### src/rtl/pong_game_ctrl_if.sv
// Bundles the frame tick, player and collision inputs and the ball-control outputs of the pong sequencer.
// The master drives frame_tick, serve buttons, collision levels and ball_x, and observes the outputs.
// The slave (the sequencer) consumes those inputs and drives direction, run/home, scores and game_over.
interface pong_game_ctrl_if #(
  parameter int SCORE_W = 4
);
  logic               frame_tick;
  logic               p1_srv;
  logic               p2_srv;
  logic               p1_c;
  logic               p2_c;
  logic               w_cv;
  logic               w_ch;
  logic [9:0]         ball_x;
  logic [1:0]         bx_delta;
  logic [2:0]         by_delta;
  logic               ball_run;
  logic               ball_home;
  logic               serve_left;
  logic [SCORE_W-1:0] score1;
  logic [SCORE_W-1:0] score2;
  logic               game_over;

  modport master (
    output frame_tick, p1_srv, p2_srv, p1_c, p2_c, w_cv, w_ch, ball_x,
    input  bx_delta, by_delta, ball_run, ball_home, serve_left, score1, score2, game_over
  );

  modport slave (
    input  frame_tick, p1_srv, p2_srv, p1_c, p2_c, w_cv, w_ch, ball_x,
    output bx_delta, by_delta, ball_run, ball_home, serve_left, score1, score2, game_over
  );
endinterface

### src/rtl/pong_game_ctrl.sv
// Pong game sequencer: serve / play / point / game-over FSM, ball direction and both scores.
// Latency: all outputs registered, updated one cycle after a frame_tick; ball_home is a one-cycle pulse.
// Backpressure: none; state advances only on frame_tick, the datapath must accept ball_home on any cycle.
// Ports: clk, rst_n (async active-low) and the slave side of pong_game_ctrl_if.
module pong_game_ctrl #(
  parameter int WIN_SCORE    = 7,
  parameter int POINT_FRAMES = 60,
  parameter int SCORE_W      = 4,
  parameter int CENTER_X     = 320
) (
  input  logic                clk,
  input  logic                rst_n,
  pong_game_ctrl_if.slave     bus
);

  localparam logic [1:0] ST_SERVE = 2'd0;
  localparam logic [1:0] ST_PLAY  = 2'd1;
  localparam logic [1:0] ST_POINT = 2'd2;
  localparam logic [1:0] ST_OVER  = 2'd3;

  localparam logic [SCORE_W-1:0] LP_WIN  = SCORE_W'(WIN_SCORE);
  localparam logic [SCORE_W-1:0] LP_ONE  = SCORE_W'(1);
  localparam logic [9:0]         LP_CX   = 10'(CENTER_X);
  localparam logic [7:0]         LP_TMR  = 8'(POINT_FRAMES - 1);

  localparam logic [1:0] DX_POS = 2'b01;
  localparam logic [1:0] DX_NEG = 2'b11;
  localparam logic [2:0] DY_POS = 3'b001;

  logic [1:0]         r_state;
  logic [1:0]         r_bx;
  logic [2:0]         r_by;
  logic               r_run;
  logic               r_home;
  logic               r_serve_left;
  logic [SCORE_W-1:0] r_score1;
  logic [SCORE_W-1:0] r_score2;
  logic               r_over;
  logic [7:0]         r_timer;
  logic               r_p1_prev;
  logic               r_p2_prev;
  logic               r_cv_prev;
  logic               r_ch_prev;

  // Rising edges relative to the level seen on the previous frame tick, so a
  // sustained overlap yields a single event.
  logic w_p1_rise;
  logic w_p2_rise;
  logic w_cv_rise;
  logic w_ch_rise;
  logic w_win;

  assign w_p1_rise = bus.p1_c & ~r_p1_prev;
  assign w_p2_rise = bus.p2_c & ~r_p2_prev;
  assign w_cv_rise = bus.w_cv & ~r_cv_prev;
  assign w_ch_rise = bus.w_ch & ~r_ch_prev;
  assign w_win     = (r_score1 == LP_WIN) || (r_score2 == LP_WIN);

  always_ff @(posedge clk or negedge rst_n) begin
    if (!rst_n) begin
      r_state      <= ST_SERVE;
      r_bx         <= 2'b00;
      r_by         <= DY_POS;
      r_run        <= 1'b0;
      r_home       <= 1'b0;
      r_serve_left <= 1'b0;
      r_score1     <= '0;
      r_score2     <= '0;
      r_over       <= 1'b0;
      r_timer      <= 8'd0;
      r_p1_prev    <= 1'b0;
      r_p2_prev    <= 1'b0;
      r_cv_prev    <= 1'b0;
      r_ch_prev    <= 1'b0;
    end else begin
      // ball_home lives for exactly the cycle after the tick that raised it.
      r_home <= 1'b0;
      if (bus.frame_tick) begin
        r_p1_prev <= bus.p1_c;
        r_p2_prev <= bus.p2_c;
        r_cv_prev <= bus.w_cv;
        r_ch_prev <= bus.w_ch;
        case (r_state)
          ST_SERVE: begin
            if (r_serve_left && bus.p1_srv) begin
              r_bx    <= DX_POS;
              r_run   <= 1'b1;
              r_state <= ST_PLAY;
            end else if (!r_serve_left && bus.p2_srv) begin
              r_bx    <= DX_NEG;
              r_run   <= 1'b1;
              r_state <= ST_PLAY;
            end
          end
          ST_PLAY: begin
            if (w_ch_rise) begin
              // Ball left through an edge: the side it exited decides the scorer.
              if (bus.ball_x < LP_CX) begin
                r_score2     <= r_score2 + LP_ONE;
                r_serve_left <= 1'b1;
              end else begin
                r_score1     <= r_score1 + LP_ONE;
                r_serve_left <= 1'b0;
              end
              r_bx    <= 2'b00;
              r_run   <= 1'b0;
              r_timer <= LP_TMR;
              r_state <= ST_POINT;
            end else begin
              // Direction is forced toward the opponent, never toggled; a
              // simultaneous hit on both paddles leaves it as is.
              if (w_p1_rise && !w_p2_rise) begin
                r_bx <= DX_POS;
              end else if (w_p2_rise && !w_p1_rise) begin
                r_bx <= DX_NEG;
              end
              if (w_cv_rise) begin
                r_by <= -r_by;
              end
            end
          end
          ST_POINT: begin
            if (r_timer != 8'd0) begin
              r_timer <= r_timer - 8'd1;
            end else if (w_win) begin
              r_over  <= 1'b1;
              r_state <= ST_OVER;
            end else begin
              r_home  <= 1'b1;
              r_state <= ST_SERVE;
            end
          end
          ST_OVER: begin
            if (bus.p1_srv || bus.p2_srv) begin
              r_score1 <= '0;
              r_score2 <= '0;
              r_over   <= 1'b0;
              r_home   <= 1'b1;
              r_by     <= DY_POS;
              r_state  <= ST_SERVE;
            end
          end
          default: r_state <= ST_SERVE;
        endcase
      end
    end
  end

  assign bus.bx_delta   = r_bx;
  assign bus.by_delta   = r_by;
  assign bus.ball_run   = r_run;
  assign bus.ball_home  = r_home;
  assign bus.serve_left = r_serve_left;
  assign bus.score1     = r_score1;
  assign bus.score2     = r_score2;
  assign bus.game_over  = r_over;

endmodule

### src/flat_wrapper.sv
// flat-port wrapper written by rule: the top's interface ports become plain ports
module pong_game_ctrl_flat 
#(
  parameter int WIN_SCORE    = 7,
  parameter int POINT_FRAMES = 60,
  parameter int SCORE_W      = 4,
  parameter int CENTER_X     = 320
)
  (clk, rst_n, bus_frame_tick, bus_p1_srv, bus_p2_srv, bus_p1_c, bus_p2_c, bus_w_cv, bus_w_ch, bus_ball_x, bus_bx_delta, bus_by_delta, bus_ball_run, bus_ball_home, bus_serve_left, bus_score1, bus_score2, bus_game_over);
  pong_game_ctrl_if #(.SCORE_W(SCORE_W)) bus_i ();
  input  logic clk;
  input  logic rst_n;
  input wire logic [$bits(bus_i.frame_tick)-1:0] bus_frame_tick;
  input wire logic [$bits(bus_i.p1_srv)-1:0] bus_p1_srv;
  input wire logic [$bits(bus_i.p2_srv)-1:0] bus_p2_srv;
  input wire logic [$bits(bus_i.p1_c)-1:0] bus_p1_c;
  input wire logic [$bits(bus_i.p2_c)-1:0] bus_p2_c;
  input wire logic [$bits(bus_i.w_cv)-1:0] bus_w_cv;
  input wire logic [$bits(bus_i.w_ch)-1:0] bus_w_ch;
  input wire logic [$bits(bus_i.ball_x)-1:0] bus_ball_x;
  output wire logic [$bits(bus_i.bx_delta)-1:0] bus_bx_delta;
  output wire logic [$bits(bus_i.by_delta)-1:0] bus_by_delta;
  output wire logic [$bits(bus_i.ball_run)-1:0] bus_ball_run;
  output wire logic [$bits(bus_i.ball_home)-1:0] bus_ball_home;
  output wire logic [$bits(bus_i.serve_left)-1:0] bus_serve_left;
  output wire logic [$bits(bus_i.score1)-1:0] bus_score1;
  output wire logic [$bits(bus_i.score2)-1:0] bus_score2;
  output wire logic [$bits(bus_i.game_over)-1:0] bus_game_over;
  assign bus_i.frame_tick = bus_frame_tick;
  assign bus_i.p1_srv = bus_p1_srv;
  assign bus_i.p2_srv = bus_p2_srv;
  assign bus_i.p1_c = bus_p1_c;
  assign bus_i.p2_c = bus_p2_c;
  assign bus_i.w_cv = bus_w_cv;
  assign bus_i.w_ch = bus_w_ch;
  assign bus_i.ball_x = bus_ball_x;
  assign bus_bx_delta = bus_i.bx_delta;
  assign bus_by_delta = bus_i.by_delta;
  assign bus_ball_run = bus_i.ball_run;
  assign bus_ball_home = bus_i.ball_home;
  assign bus_serve_left = bus_i.serve_left;
  assign bus_score1 = bus_i.score1;
  assign bus_score2 = bus_i.score2;
  assign bus_game_over = bus_i.game_over;
  pong_game_ctrl #(.WIN_SCORE(WIN_SCORE), .POINT_FRAMES(POINT_FRAMES), .SCORE_W(SCORE_W), .CENTER_X(CENTER_X)) u_core (.clk(clk), .rst_n(rst_n), .bus(bus_i));
endmodule
### config.mk
export PLATFORM = sky130hd
export DESIGN_NAME = pong_game_ctrl_flat
export DESIGN_NICKNAME = d
export VERILOG_FILES = /design/src/rtl/pong_game_ctrl_if.sv /design/src/rtl/pong_game_ctrl.sv /design/src/flat_wrapper.sv
export SDC_FILE = /design/constraint.sdc
export NUM_CORES = 1
export LEC_CHECK = 0
export CAP_MARGIN = 40
export CELL_PAD_IN_SITES_DETAIL_PLACEMENT = 0
export CELL_PAD_IN_SITES_GLOBAL_PLACEMENT = 1
export CORE_MARGIN = 3
export CORE_UTILIZATION = 25
export DETAILED_ROUTE_END_ITERATION = 12
export GPL_ROUTABILITY_DRIVEN = 0
export GPL_TIMING_DRIVEN = 0
export PLACE_DENSITY_LB_ADDON = 0.25
export SYNTH_ARGS = -nofsm -noshare
export SYNTH_HDL_FRONTEND = slang
export SYNTH_SLANG_ARGS = --single-unit
### constraint.sdc
create_clock -name clk -period 2.14 [get_ports clk]
set_input_delay 0.321 -clock clk [delete_from_list [all_inputs] [get_ports clk]]
set_output_delay 0.321 -clock clk [all_outputs]
set_load 0.005 [all_outputs]
==> results of run 1 <==
-- worst paths after layout --
check	from	end	depth (start not counted)
setup / recovery	u_core.r_state[1]	u_core.bus.by_delta[2]	8
hold / removal	rst_n	u_core.bus.score2[2]	1
setup reg to reg	u_core.r_state[1]	u_core.bus.by_delta[2]	8
hold reg to reg	u_core.r_p2_prev	u_core.r_p2_prev	1
max in group asynchronous	rst_n	u_core.r_timer[2]	1
min in group clk	bus_frame_tick	u_core.r_cv_prev	2
-- Yosys cell counts (all sizes together) (3+ instances only) --
library cell and count:
a31oi 3, mux2 3, nor3 3, nor4 3
dfrtp 30, and2 3, a21o 4, inv 10
nor2 7, ha 9, nand2 17, o41ai 4
a21oi 11, a22o 4, o21ai 22, nand2b 6
nand3 6, buf 4
-- logic make-up after synthesis --
group	after synthesis
AOI/OAI and AO/OA	62
xor gates and xnor gates	2
adders and majority gates	9
buffers and inverters	16
DFF	31
muxes	5
and+or+nand+nor	56
-- stage by stage --
step           utilization (%)  setup WS [ns]  area [um2]  hold WS (ns)  total power [mW]
6_report                  32.9          0.281        2260        0.0955              2.46
5_1_grt                   32.9         0.0756        2260         0.154              2.70
4_1_cts                   32.9          0.262        2260         0.123              2.52
3_5_place_dp              31.7          0.115        2180         0.433              2.05
3_3_place_gp              31.8         0.0348        2180         0.481              2.04
2_1_floorplan                -          0.472        1780        0.0254              1.59
-- report_power, final --
part           internal (mW)  switching (mW)
Combinational          0.552           0.546
Sequential             0.753           0.168
Clock                  0.228           0.214
Total                   1.53           0.927
-- state kept, by name (all words and copies together), names as in the netlist --
register               flops
u_core.bus.game_over       1
u_core.r_state             2
u_core.r_timer             8
u_core.bus.serve_left      1
u_core.r_p2_prev           1
u_core.r_p1_prev           1
u_core.r_ch_prev           1
u_core.bus.score2          4
u_core.bus.by_delta        3
u_core.bus.score1          4
u_core.r_cv_prev           1
u_core.bus.ball_run        1
u_core.bus.ball_home       1
u_core.bus.bx_delta        2
-- per-layer routing --
layer | track usage (%) | part of all wire (%) | vias up
li1 | - | - | 736
met1 | 13.9 | 49 | 657
met2 | 15.4 | 45 | 25
met3 | 3.67 | 4.4 | 5
met4 | 3.83 | 1.8 | 0
met5 | 0 | 0 | -
-- critical path: stages, from the launching register on --
cell and delay [ns]:
sky130_fd_sc_hd__dfrtp_1 0.41, sky130_fd_sc_hd__inv_1 0.08, sky130_fd_sc_hd__ha_1 0.19, sky130_fd_sc_hd__buf_2 0.18, sky130_fd_sc_hd__inv_1 0.12, sky130_fd_sc_hd__a31oi_1 0.04
sky130_fd_sc_hd__nand2b_1 0.21, sky130_fd_sc_hd__and2_0 0.19, sky130_fd_sc_hd__a311o_1 0.31
-- layout make-up --
class | count | area (um2) | share of cell area (%)
Timing Repair Buffer | 28 | 275 | 12.2
Tap cell | 96 | 120 | 5.32
Clock buffer | 7 | 76.3 | 3.38
Sequential cell | 31 | 777 | 34.4
Clock inverter | 1 | 5.00 | 0.221
Buffer | 6 | 40.0 | 1.77
Multi-Input combinational cell | 134 | 928 | 41.1
Inverter | 10 | 37.5 | 1.66
==> run summary, run 1 <==
Final period util: 86.9%
PwrDens: 1090 nW/um2
Max-slew violation count: 0
Port bufs: 28
Fraction of the mapped netlist area in adder cells: 6.32%
Ratio of cells with drive above 1 in the final layout: 12.0%
Count of cell types in the netlist: 52
Number of warnings reported in the yosys synthesis log: 0
Global-route wire length before repair: 6.77 mm
Critical path required time: 2.31 ns
Simple-gate share of the synthesized area: 17.5%
Clk_lat worst skew: 0.28 ns
Sequential fraction of the synthesis area: 43.6%
Starting density of the core: 26.0%
Synthesis-stage register bit count: 31
Sum of overflow across all layers after global routing: 0
Cells after synthesis: 181
Final antenna-violating net count: 0
Main combinational cell family by area after synthesis: compound AO/OA/AOI/OAI gates
Category of the critical setup timing path: reg -> reg
Fraction of the mapped netlist area in compound gates: 24.3%
Vias in the first global route: 1,375
TritonCTS clock tree: yes
Non-filler cells in the finished layout: 313
CP max FO: 10
Final hold vios: 0
Main synth FF type: sky130_fd_sc_hd__dfrtp_1
Static Leak: 0.918 nW
PostCTS Resize Cnt: 0
Remaining max-slew budget at the tightest pin: 51.2%
Width of the die: 90.5 um
Post-synthesis average cell area: 9.85 um2
Transition time at the pin with the least slew margin: 0.732 ns
CTS Sinks: 31
Final Skew: 0.00366 ns
Final routed wire length divided by cell count: 12.7 um
Clock input transition at the sequential cells of the worst setup and hold paths: 0.07 ns
Area share of the largest cell type after synthesis: 42.1%
Overall routed net length: 3.98 mm
DIE AREA: 8180 um2
Iteration-0 DRC count of the detailed router: 23
Most common cell after layout, fill and taps aside: sky130_fd_sc_hd__dfrtp_1
Highest Clock Rate: 0.538 GHz
Class of the tightest hold or removal check: in -> async
Largest net degree at the start of global routing: 32
Max cap viols: 0
Setup TNS: 0 ns
Number of enable-type register cells in the synthesized netlist: 0
Share of cell area taken by muxes after synthesis: 3.02%
Fillers: 720
Highest ir drop seen on vdd: 298 uV
Via Count: 1,423
FFs w/ async S/R, synth: 100%
Detailed Place HPWL: 2.93 mm
Number of buffers inserted for hold repair after clock tree synthesis: 0
Number of cell rows: 30
Standard cell core area: 6870 um2
Unrepaired setup endpoints after global routing: false
Commonest cells after routing, fill and taps aside: sky130_fd_sc_hd__dfrtp_1, sky130_fd_sc_hd__clkdlybuf4s50_1, sky130_fd_sc_hd__o21ai_0
Area growth from synthesis to layout: 26.7%
Via density: 4.55
Cell taking the most area after synthesis: sky130_fd_sc_hd__dfrtp_1
Number of H-tree levels: 2
Number of antenna violations at the first check in global routing: 0
# setup viols final: 0
Global-route usage over all layers: 10.4%
Remaining DRCs: 0
Synth Area in XOR/XNOR: 0.982%
TritonRoute pass-1 iters: 4
Crit start category: flip-flop
Synthesized net count: 209
Setup slack on the worst flop-to-flop path: 0.28 ns
Crit path arrival time: 2.03 ns
Vertical die dimension: 90.5 um
Crit end category: flip-flop
Clock tree root buffer cell: sky130_fd_sc_hd__clkbuf_8
Synth area leaders: sky130_fd_sc_hd__dfrtp_1, sky130_fd_sc_hd__ha_1, sky130_fd_sc_hd__o21ai_0
Placed Cells: 305
Status: completed
Total standard cell area after synthesis: 1780 um2
Number of I/O pins: 36
Buffers inserted by post-CTS timing repair: 0
Crit path time final: 1.86 ns
CTS Buf Count: 5
Maximum root-to-sink buffer count: 2
Layout net count: 244
Antenna cells: 0
(Power assumes the default switching activity.)
==> inputs of run 2 (changes only) <==
--- a/config.mk
+++ b/config.mk
@@ -17,3 +17,4 @@
 export SYNTH_ARGS = -nofsm -noshare
 export SYNTH_HDL_FRONTEND = slang
 export SYNTH_SLANG_ARGS = --single-unit
+export TNS_END_PERCENT = 30
==> results of run 2 <==
No change in the layout: final DEF, timing and power equal those of run 1.
==> inputs of run 3 (changes only) <==
--- a/config.mk
+++ b/config.mk
@@ -8,7 +8,7 @@
 export CAP_MARGIN = 40
 export CELL_PAD_IN_SITES_DETAIL_PLACEMENT = 0
 export CELL_PAD_IN_SITES_GLOBAL_PLACEMENT = 1
-export CORE_MARGIN = 3
+export CORE_MARGIN = 5
 export CORE_UTILIZATION = 25
 export DETAILED_ROUTE_END_ITERATION = 12
 export GPL_ROUTABILITY_DRIVEN = 0
==> run 3 against run 2 <==
Combinational power about the same. Sequential power up 0.7%. Non-clock buffer count did not move. Die area up 9.0%. Power up 1.6%. Final area rose by 0.44%. Register-to-register slack is essentially flat. Hold slack worse by 0.0010 ns. Sequential share of layout area is 0.15 points lower. Critical endpoint unchanged. Largest cell class unchanged. Largest power group unchanged.
==> run summary, run 3 (synthesis gave the netlist of run 1 again) <==
Status: completed (unchanged)
Internal portion of total power: 1.56 mW (was 1.53 mW)
Cell area after layout: 2270 um2 (was 2260 um2)
Number of cell rows: 30 (unchanged)
TritonCTS clock tree: yes (unchanged)
Number of buffers inserted for hold repair after clock tree synthesis: 0 (unchanged)
Crit end category: flip-flop (unchanged)
Final period util: 86.7% (was 86.9%)
Vias in the first global route: 1,387 (was 1,375)
Portion of total power attributed to the clock network: 19.1% (was 18.0%)
Total power draw: 2.50 mW (was 2.46 mW)
Net switching component of the power: 0.935 mW (was 0.927 mW)
Final antenna-violating net count: 0 (unchanged)
TritonRoute pass-1 iters: 4 (unchanged)
Layout net count: 244 (unchanged)
Final hold vios: 0 (unchanged)
Via Count: 1,418 (was 1,423)
Largest net degree at the start of global routing: 32 (unchanged)
Sum of overflow across all layers after global routing: 0 (unchanged)
Static Leak: 0.924 nW (was 0.918 nW)
Number of I/O pins: 36 (unchanged)
Worst hold slack: 0.0945 ns (was 0.0955 ns)
DIE AREA: 8920 um2 (was 8180 um2)
Remaining max-slew budget at the tightest pin: 51.7% (was 51.2%)
Area growth from synthesis to layout: 27.3% (was 26.7%)
Transition time at the pin with the least slew margin: 0.725 ns (was 0.732 ns)
Max reg flops: 8 (unchanged)
Crit path arrival time: 2.02 ns (was 2.03 ns)
Via density: 4.53 (was 4.55)
Clock input transition at the sequential cells of the worst setup and hold paths: 0.07 ns (about the same)
Highest ir drop seen on vdd: 365 uV (was 298 uV)
Commonest cells after routing, fill and taps aside: sky130_fd_sc_hd__dfrtp_1, sky130_fd_sc_hd__clkdlybuf4s50_1, sky130_fd_sc_hd__o21ai_0 (unchanged)
Area occupied by multi-input gates: 928 um2 (unchanged)
Sw Ratio: 37.4% (was 37.7%)
Clk_lat worst skew: 0.28 ns (about the same)
Final Skew: 0.00839 ns (was 0.00366 ns)
Starting density of the core: 26.0% (unchanged)
Ratio of cells with drive above 1 in the final layout: 12.4% (was 12.0%)
Fillers: 726 (was 720)
Clock tree root buffer cell: sky130_fd_sc_hd__clkbuf_8 (unchanged)
Critical path required time: 2.30 ns (was 2.31 ns)
Detailed Place HPWL: 2.92 mm (was 2.93 mm)
CTS Sinks: 31 (unchanged)
Crit path time final: 1.85 ns (was 1.86 ns)
Max-slew violation count: 0 (unchanged)
Buffers inserted by post-CTS timing repair: 0 (unchanged)
Standard cell core area: 6870 um2 (unchanged)
Port bufs: 28 (unchanged)
PostCTS Resize Cnt: 0 (unchanged)
Unrepaired setup endpoints after global routing: false (unchanged)
Iteration-0 DRC count of the detailed router: 40 (was 23)
Remaining DRCs: 0 (unchanged)
Global-route usage over all layers: 9.63% (was 10.4%)
Total cell area at the placement stage: 2180 um2 (unchanged)
Logic gate share of total power: 43.8% (was 44.6%)
Final routed wire length divided by cell count: 12.8 um (was 12.7 um)
Max cap viols: 0 (unchanged)
CTS Buf Count: 5 (unchanged)
Register bank with the most flops: u_core.r_timer (unchanged)
PwrDens: 1100 nW/um2 (was 1090 nW/um2)
Vertical die dimension: 94.5 um (was 90.5 um)
Category of the critical setup timing path: reg -> reg (unchanged)
Most common cell after layout, fill and taps aside: sky130_fd_sc_hd__dfrtp_1 (unchanged)
Overall routed net length: 3.99 mm (was 3.98 mm)
# setup viols final: 0 (unchanged)
Sequential cell area in the final layout: 777 um2 (unchanged)
Class of the tightest hold or removal check: in -> async (unchanged)
Width of the die: 94.5 um (was 90.5 um)
Number of H-tree levels: 2 (unchanged)
Sequential share of power: 37.1% (was 37.4%)
Antenna cells: 0 (unchanged)
CP max FO: 10 (unchanged)
Number of antenna violations at the first check in global routing: 0 (unchanged)
Maximum root-to-sink buffer count: 2 (unchanged)
Setup TNS: 0 ns (unchanged)
Crit start category: flip-flop (unchanged)
Highest Clock Rate: 0.539 GHz (was 0.538 GHz)
Global-route wire length before repair: 6.66 mm (was 6.77 mm)
run 3: cell types whose count changed in the layout (fill, tap and decap cells not counted):
| cell | before | now |
|---|---|---|
| sky130_fd_sc_hd__clkbuf_1 | 4 | 3 |
| sky130_fd_sc_hd__clkbuf_8 | 5 | 6 |
run 3: metrics by stage:
stage          utilization [%]  setup WS, ns  std cells
6_report                  33.0         0.286        313
5_1_grt                   33.0         0.104        313
4_1_cts                   33.0         0.275        313
3_5_place_dp              31.7         0.134        305
3_3_place_gp              31.8        0.0344        305
2_1_floorplan                -         0.472        181
run 3: metal layers:
layer  track usage [%]  vias to the layer above  wire, um
li1                  -                      734         -
met1              12.5                      659      1990
met2              14.7                       23      1790
met3              2.55                        2       175
met4              5.05                        0        42
met5                 0                        -         0
run 3: final timing paths:
| kind | from | to | slack, ns | cells past startpoint |
|---|---|---|---|---|
| worst max-delay path | u_core.r_state[1] | u_core.bus.by_delta[2] | 0.29 | 8 |
| max in group asynchronous | rst_n | u_core.r_timer[0] | 1.57 | 1 |
| worst min-delay path | rst_n | u_core.bus.by_delta[2] | 0.09 | 1 |
| worst max register to register | u_core.r_state[1] | u_core.bus.by_delta[2] | 0.29 | 8 |
| min in group clk | bus_frame_tick | u_core.r_cv_prev | 0.38 | 2 |
| worst min register to register | u_core.r_p2_prev | u_core.r_p2_prev | 0.50 | 1 |
run 3: layout make-up:
cell class,count,share of cell area [%]
multi-input combinational,134,40.9
buffer,6,1.76
inverter,10,1.65
timing repair buffer,28,12.1
tap,96,5.29
sequential,31,34.2
clock inverter,1,0.221
clock buffer,7,3.80
run 3: power groups by stage:
| stage | sequential, mW | clock, mW | combinational, mW |
|---|---|---|---|
| 3_5_place_dp | 0.938 | 0 | 1.11 |
| 2_1_floorplan | 0.914 | 0 | 0.678 |
| 5_1_grt | 0.955 | 0.534 | 1.25 |
| 6_report | 0.927 | 0.478 | 1.09 |
| 3_3_place_gp | 0.935 | 0 | 1.11 |
| 4_1_cts | 0.926 | 0.509 | 1.12 |
run 3: critical path: stages, from the launching register on:
cell and delay, ns:
sky130_fd_sc_hd__dfrtp_1 0.42, sky130_fd_sc_hd__inv_1 0.08, sky130_fd_sc_hd__ha_1 0.19, sky130_fd_sc_hd__buf_2 0.18, sky130_fd_sc_hd__inv_1 0.11, sky130_fd_sc_hd__a31oi_1 0.04, sky130_fd_sc_hd__nand2b_1 0.21, sky130_fd_sc_hd__and2_0 0.18
sky130_fd_sc_hd__a311o_1 0.31
